==> src/rtl/dma_arbiter.sv <==
// Round-robin arbiter sharing one DMA engine among NUM_REQ requesters.
// One transfer outstanding at a time, with a BUSY timeout that aborts the engine.
module dma_arbiter #(
    parameter int NUM_REQ     = 3,
    parameter int ADDR_W      = 32,
    parameter int LEN_W       = 16,
    parameter int TIMEOUT_CYC = 4096
) (
    input  logic                      clk,
    input  logic                      reset,
    input  logic [NUM_REQ-1:0]        req,
    input  logic [NUM_REQ*ADDR_W-1:0] req_addr,
    input  logic [NUM_REQ*LEN_W-1:0]  req_len,
    input  logic [NUM_REQ-1:0]        req_wr,
    output logic [NUM_REQ-1:0]        grant,
    output logic [NUM_REQ-1:0]        req_done,
    output logic [NUM_REQ-1:0]        req_err,
    output logic                      dma_start,
    output logic [ADDR_W-1:0]         dma_addr,
    output logic [LEN_W-1:0]          dma_len,
    output logic                      dma_wr,
    input  logic                      dma_done,
    output logic                      dma_abort,
    output logic                      busy
);

    localparam int PTR_W = $clog2(NUM_REQ);
    localparam int CNT_W = $clog2(TIMEOUT_CYC);

    typedef enum logic [1:0] {IDLE, ISSUE, BUSY, RELEASE} state_t;

    state_t               state, state_nxt;
    logic [PTR_W-1:0]     ptr, ptr_nxt, win, win_nxt, scan_idx;
    logic [CNT_W-1:0]     cnt, cnt_nxt;
    logic                 found;
    logic [NUM_REQ-1:0]   grant_nxt, done_nxt, err_nxt;
    logic                 start_nxt, abort_nxt, busy_nxt, wr_nxt;
    logic [ADDR_W-1:0]    addr_nxt;
    logic [LEN_W-1:0]     len_nxt;

    function automatic logic [PTR_W-1:0] wrap_idx(input int v);
        return PTR_W'((v >= NUM_REQ) ? v - NUM_REQ : v);
    endfunction

    // Scan downward so the candidate closest to ptr is the last one written.
    always_comb begin
        found    = 1'b0;
        scan_idx = '0;
        for (int k = NUM_REQ - 1; k >= 0; k--) begin
            if (req[wrap_idx(int'(ptr) + k)]) begin
                found    = 1'b1;
                scan_idx = wrap_idx(int'(ptr) + k);
            end
        end
    end

    always_comb begin
        state_nxt = state;
        ptr_nxt   = ptr;
        win_nxt   = win;
        cnt_nxt   = cnt;
        grant_nxt = grant;
        addr_nxt  = dma_addr;
        len_nxt   = dma_len;
        wr_nxt    = dma_wr;
        start_nxt = 1'b0;
        done_nxt  = '0;
        err_nxt   = '0;
        abort_nxt = 1'b0;
        case (state)
            IDLE: begin
                if (found) begin
                    state_nxt = ISSUE;
                    win_nxt   = scan_idx;
                    grant_nxt = {{(NUM_REQ-1){1'b0}}, 1'b1} << scan_idx;
                    addr_nxt  = req_addr[scan_idx*ADDR_W +: ADDR_W];
                    len_nxt   = req_len[scan_idx*LEN_W +: LEN_W];
                    wr_nxt    = req_wr[scan_idx];
                end
            end
            ISSUE: begin
                start_nxt = 1'b1;
                cnt_nxt   = '0;
                state_nxt = BUSY;
            end
            BUSY: begin
                cnt_nxt = cnt + 1'b1;
                // A completion on the final cycle beats the timeout.
                if (dma_done) begin
                    done_nxt  = grant;
                    state_nxt = RELEASE;
                end else if (cnt == CNT_W'(TIMEOUT_CYC - 1)) begin
                    done_nxt  = grant;
                    err_nxt   = grant;
                    abort_nxt = 1'b1;
                    state_nxt = RELEASE;
                end
            end
            RELEASE: begin
                grant_nxt = '0;
                ptr_nxt   = (win == PTR_W'(NUM_REQ - 1)) ? '0 : win + 1'b1;
                state_nxt = IDLE;
            end
            default: state_nxt = IDLE;
        endcase
        busy_nxt = (state_nxt != IDLE);
    end

    always_ff @(posedge clk or posedge reset) begin
        if (reset) begin
            state     <= IDLE;
            ptr       <= '0;
            win       <= '0;
            cnt       <= '0;
            grant     <= '0;
            req_done  <= '0;
            req_err   <= '0;
            dma_start <= 1'b0;
            dma_addr  <= '0;
            dma_len   <= '0;
            dma_wr    <= 1'b0;
            dma_abort <= 1'b0;
            busy      <= 1'b0;
        end else begin
            state     <= state_nxt;
            ptr       <= ptr_nxt;
            win       <= win_nxt;
            cnt       <= cnt_nxt;
            grant     <= grant_nxt;
            req_done  <= done_nxt;
            req_err   <= err_nxt;
            dma_start <= start_nxt;
            dma_addr  <= addr_nxt;
            dma_len   <= len_nxt;
            dma_wr    <= wr_nxt;
            dma_abort <= abort_nxt;
            busy      <= busy_nxt;
        end
    end

endmodule

==> config.mk <==
export PLATFORM = sky130hd
export DESIGN_NAME = dma_arbiter
export DESIGN_NICKNAME = d
export VERILOG_FILES = /design/src/rtl/dma_arbiter.sv
export SDC_FILE = /design/constraint.sdc
export NUM_CORES = 1
export LEC_CHECK = 0
export CAP_MARGIN = 0
export CELL_PAD_IN_SITES_DETAIL_PLACEMENT = 2
export CELL_PAD_IN_SITES_GLOBAL_PLACEMENT = 2
export CORE_MARGIN = 2
export CORE_UTILIZATION = 25
export DETAILED_ROUTE_END_ITERATION = 8
export PLACE_DENSITY_LB_ADDON = 0.1
export SYNTH_ARGS = -nofsm -noshare
export SYNTH_HDL_FRONTEND = slang
export SYNTH_SLANG_ARGS = --single-unit
==> constraint.sdc <==
create_clock -name clk -period 7.9 [get_ports clk]
set_input_delay 1.975 -clock clk [delete_from_list [all_inputs] [get_ports clk]]
set_output_delay 1.975 -clock clk [all_outputs]
set_load 0.01 [all_outputs]
**Word-level counts from Yosys, hierarchy flattened**

Cells that the tools add are included.

- Register bits: 79
- Input bits: 153

- $add $sub $neg: 7
- $lt $le $gt $ge: 7
- Eq/ne operators: 6
- Shifts and indexed selects: 3
- Multiplexer cells: 34
- Reduce and logical (&&, ||, !) cells: 6

Operators with widths:

| operator | number |
|---|---|
| 96-bit by 8-bit variable part select with 32-bit output | 1 |
| 48-bit by 7-bit variable part select with 16-bit output | 1 |
| 12-bit one-hot mux with 2 select lines | 1 |
| 2-bit 2-to-1 mux | 10 |
| 3-bit 2-to-1 mux | 6 |
| 12-bit by 1-bit adder with 12-bit output, second input constant | 1 |
| 12-bit equality test, second input constant | 1 |
| 2-bit by 3-bit < comparator with 1-bit output, second input constant | 4 |
| 1-bit 2-to-1 mux | 11 |
| 1-bit binary-select mux with 2-bit select | 4 |
| 2-bit one-hot mux with 4 select lines | 1 |
| 2-bit equality test, second input constant | 3 |
| 3-bit by 2-bit greater-or-equal comparator with 1-bit output, second input constant | 2 |
| 3-bit one-hot mux with 2 select lines | 1 |
| 2-bit nonzero test | 3 |
| 2-bit subtractor, second input constant | 3 |
| 2-bit AND reduction | 2 |
| 2-bit by 1-bit adder with 3-bit output, second input constant | 1 |
| 2-bit by 2-bit adder with 3-bit output, second input constant | 1 |
| 1-bit by 2-bit << shifter with 3-bit output, first input constant | 1 |
| 2-bit by 1-bit adder with 2-bit output, second input constant | 1 |
| 2-bit by 1-bit equality test with 1-bit output, second input constant | 1 |
| 2-bit greater-or-equal comparator, second input constant | 1 |
| 2-bit zero test | 1 |
| 2-bit inequality test, second input constant | 1 |

**Longest topological paths before layout**

- Depth in word-level cells: 11
- Gate-level depth with buffers: 10
- Gate-level depth less buffers: 7

**Least setup slack after synthesis**

OpenSTA, ideal clock, no wires.

- Path type: input to register
- From: input port req[2]
- To: register dma_addr[14]
- Library setup time: 0.127 ns
- Arrival time: 3.059 ns
- Slack: 4.713 ns
- Stages: 7
- Path through: mux2i_1 -> o22a_1 -> a31oi_4 -> nand2_2 -> buf_2 -> buf_6 -> o211ai_2

- Cells in the longest elaborated chain, start to end: 6
- Elaborated cells on any way between the ends: 14
- Those cells by class: shift (1); mux (12); reduce/logical (1)

RTL lines:

| what | line | RTL |
|---|---|---|
| from (decl) | 11 | `input logic [NUM_REQ-1:0] req,` |
| 1-bit binary-select mux with 2-bit select | 50 | `if (req[wrap_idx(int'(ptr) + k)]) begin` |
| 1-bit 2-to-1 mux (not written as such) | 50 |  |
| 2-bit 2-to-1 mux / 1-bit 2-to-1 mux (equally long branches) (3 in a row) | 50 |  |
| 96-bit by 8-bit variable part select with 32-bit output / 2-bit AND reduction (equally long branches) | - |  |
| to (signal assigned) | 133 | `dma_addr <= addr_nxt;` |
| to (decl) | 19 | `output logic [ADDR_W-1:0] dma_addr,` |

Several ways; a longest one is shown, not always the timed one. The select of a mux whose other input is x is not followed.
A chain may end at the register's enable or synchronous reset.

**Worst setup path after layout**

- From: input port req[2]
- To: register dma_len[2]

- Cells in the longest elaborated chain, start to end: 6
- Elaborated cells on any way between the ends: 14
- Those cells by class: shift (1); mux (12); reduce/logical (1)

RTL lines:

| what | line | RTL |
|---|---|---|
| 1-bit binary-select mux with 2-bit select | 50 |  |
| 1-bit 2-to-1 mux (not written as such) | 50 |  |
| 2-bit 2-to-1 mux / 1-bit 2-to-1 mux (equally long branches) (3 in a row) | 50 |  |
| 48-bit by 7-bit variable part select with 16-bit output / 2-bit AND reduction (equally long branches) | - |  |
| to (signal assigned) | 134 | `dma_len <= len_nxt;` |
| to (decl) | 20 | `output logic [LEN_W-1:0] dma_len,` |

Several ways; a longest one is shown, not always the timed one. The select of a mux whose other input is x is not followed.

==> results.md <==
- Net count after synthesis: 594
- Maximum clock frequency: 207.7 MHz
- Final core occ: 41.20%
- Max Cap Viol: 0
- Final Hold Violating Endpoints: 0
- First-pass GRT wire length: 25960 um
- Largest net degree at the start of global routing: 80
- Setup TNS: 0 ps
- Grt total ovfl: 0
- Vias after detailed routing: 4162
- Drt pass-1 iters: 3
- Pint: 1.478 mW
- Hold crit path type: register to register
- Placement Rows: 47
- # diodes: 0
- Post-synth EDFFs: 0
- RePlAce Congestion: 0.7444
- Crit. End Element: register
- GRT Total Usage: 18.75%
- Sequential Power Share: 26.3%
- Primary FF master, synth: dfrtp_1
- Switching portion of total power: 41.66%
- Die area: 18290 um2
- Core region area: 16700 um2
- Hold buffer count at CTS: 0
- Synthesized area: 4307 um2
- Via density: 4.879
- Comb pwr share: 57.1%
- CP Max Fanout: 52
- Drt total wl: 17070 um
- Startpoint class of the critical path: primary input
- Static Leak: 2.896 nW
- Worst Setup Path Type: primary input to register
- Worst vdd ir: 0.1533 mV
- Initial core utilization: 25.79%
- Detailed Place HPWL: 12360 um
- Antenna Nets Post-Route: 0
- Post-synth ARST share: 100.0%
- Slew @ Worst Pin: 1278 ps
- Ports: 214
- Port Buffers: 213
- # nets final: 791
- Final setup vio count: 0
- Post-CTS Setup Inserts: 0
- Cts repair resizes: 0
- Share of layout cells above drive strength 1: 6.003%
- Final slew viol count: 0
- Layout area overhead: 59.79%
- RSZ-0062 raised after global routing: no
- Synth cell types: 46
- CTS tree: yes
- Initial antenna violation count: 1
- Period utilisation layout: 60.96%
- Pwr dens: 368.0 nW/um2
- Vias in the first global route: 4668
- Yosys Warn Count: 0
- Outcome: finished clean
- Die Span Y: 135.3 um
- CP arrival: 5050 ps
- DRC violations left: 0
- DR WL/cell: 20.01 um
- H-Tree Depth: 3
- Proportion of synthesized chip area in sequential cells: 45.90%
- CP Data Required Time: 8130 ps
- Reg clk slew, reported paths: 60 ps
- Post-layout minimum cycle time: 4816 ps
- Number of buffers created by CTS: 9
- Synthesized flop and latch total: 79
- Syn_area_per_cell: 9.969 um2
- Skew final: 8.653 ps
- Post-Syn Instances: 432
- Total power: 2.533 mW
- Clk_lat worst skew: 340 ps
- Clock power share: 16.6%
- Slew margin rel.: 14.80%
- CTS Root Cell: clkbuf_16
- Sw Pwr: 1.055 mW
- Starting DRT DRC Count: 84
- Clock buffer depth: 2
- Clk sinks: 79
- Die X: 135.3 um
==> placed cells by master (no fill, tap or decap), types with 2 or more instances in the layout <==
cell type and n:
ha_1 9, o21ai_0 5, clkbuf_8 2, nand2_1 62
o22a_1 3, nand2b_1 3, dfrtp_1 79, mux2i_1 53
o211ai_1 40, clkinv_2 4, inv_1 11, and2_1 6
o22ai_1 4, nand4_1 3, clkdlybuf4s50_1 213, nor3_1 2
nor3b_1 2, xnor2_1 4, nor2b_1 5, xor2_1 2
nor2_1 13, or3_1 3, clkbuf_16 9, o21ai_1 2
a31o_2 2, buf_4 4, a21oi_1 4, nand3_1 56
o211ai_2 10
==> synth_stat cells (2+ instances only) <==
cell      count  share of area [%]
dfrtp_1      79                 46
nand2_1      62                5.4
nand3_1      56                6.5
mux2i_1      53                 12
o211ai_1     40                7.0
clkbuf_1     14                1.2
nor2_1       13                1.1
inv_1        12                1.0
o211ai_2     10                2.9
buf_2         9                1.0
ha_1          9                2.6
buf_4         7                1.2
and2_1        6               0.87
nor2b_1       5               0.73
o21ai_0       5               0.58
a21oi_1       4               0.46
o22ai_1       4               0.58
xnor2_1       4               0.81
nand2b_1      3               0.44
nand4_1       3               0.44
o22a_1        3               0.61
or3_1         3               0.44
nor3_1        2               0.23
nor3b_1       2               0.35
o21ai_1       2               0.23
xor2_1        2               0.41
==> area by class of cell <==
class	instances	area [um2]
multi-input combinational	310	2123
fill	1785	9819
clock buffer	11	252.7
tap	220	275.3
timing repair buffer	217	2162
sequential	79	1977
inverter	12	46.29
clock inverter	4	45.04
==> logic make-up (layout without fill, tap and decap cells) <==
logic type,after synthesis,after routing,synth area share (%)
DFF,79,79,45.90
xor gates and xnor gates,6,6,1.220
AOI/OAI and AO/OA,83,83,15.98
and+or+nand+nor,159,159,17.17
adders and majority gates,9,9,2.615
muxes,53,53,12.32
buffers and inverters,43,244,4.794
==> worst max-delay path, stage by stage <==
cell and delay [ps]:
clkdlybuf4s50_1 580, mux2i_1 110, o22a_1 320, a31oi_4 170, buf_4 530, nand2_2 850, o211ai_1 470
==> metal layers <==
metal,track usage (%),up-vias,share of wire [%]
met4,4.977,2,1.3
met3,5.836,15,6.8
met1,21.40,2078,39
li1,-,1944,-
met2,33.93,123,52
met5,0,-,0.10
==> through the flow <==
step                      instances  setup slack (ps)  hold slack (ps)  cell area [um2]
final                           853              3084            488.6             6882
after detailed placement        838              2578            476.5             6584
after global routing            853              2763            526.3             6882
after global placement          838              2642            465.2             6584
after CTS                       853              2922            492.3             6882
after floorplan                 432              3902            441.3             4307
==> worst paths after layout <==
kind,from,endpoint,slack [ps],depth (start not counted)
worst max-delay path,req[2],dma_len[2],3080,7
worst min-delay path,win[1],win[1],490,2
worst max register to register,ptr[1],dma_len[2],4380,8
worst min register to register,win[1],win[1],490,2
max in group asynchronous,reset,dma_addr[10],4890,3
min in group asynchronous,reset,dma_addr[25],2300,3
==> power by group through the flow <==
stage	clock, mW	combinational, mW	sequential, mW
finish	0.421	1.45	0.665
global route	0.458	1.59	0.688
CTS	0.437	1.49	0.668
detailed placement	0	1.48	0.672
global placement	0	1.44	0.663
floorplan	0	0.831	0.715
==> flip-flops by register name (all words and copies together), names as in the netlist, 2 cells and up <==
register and count:
req_err 3, state 2, win 2, dma_len 16
dma_addr 32, grant 3, ptr 2, cnt 12
req_done 3
Power figures use the tool's default switching activity.
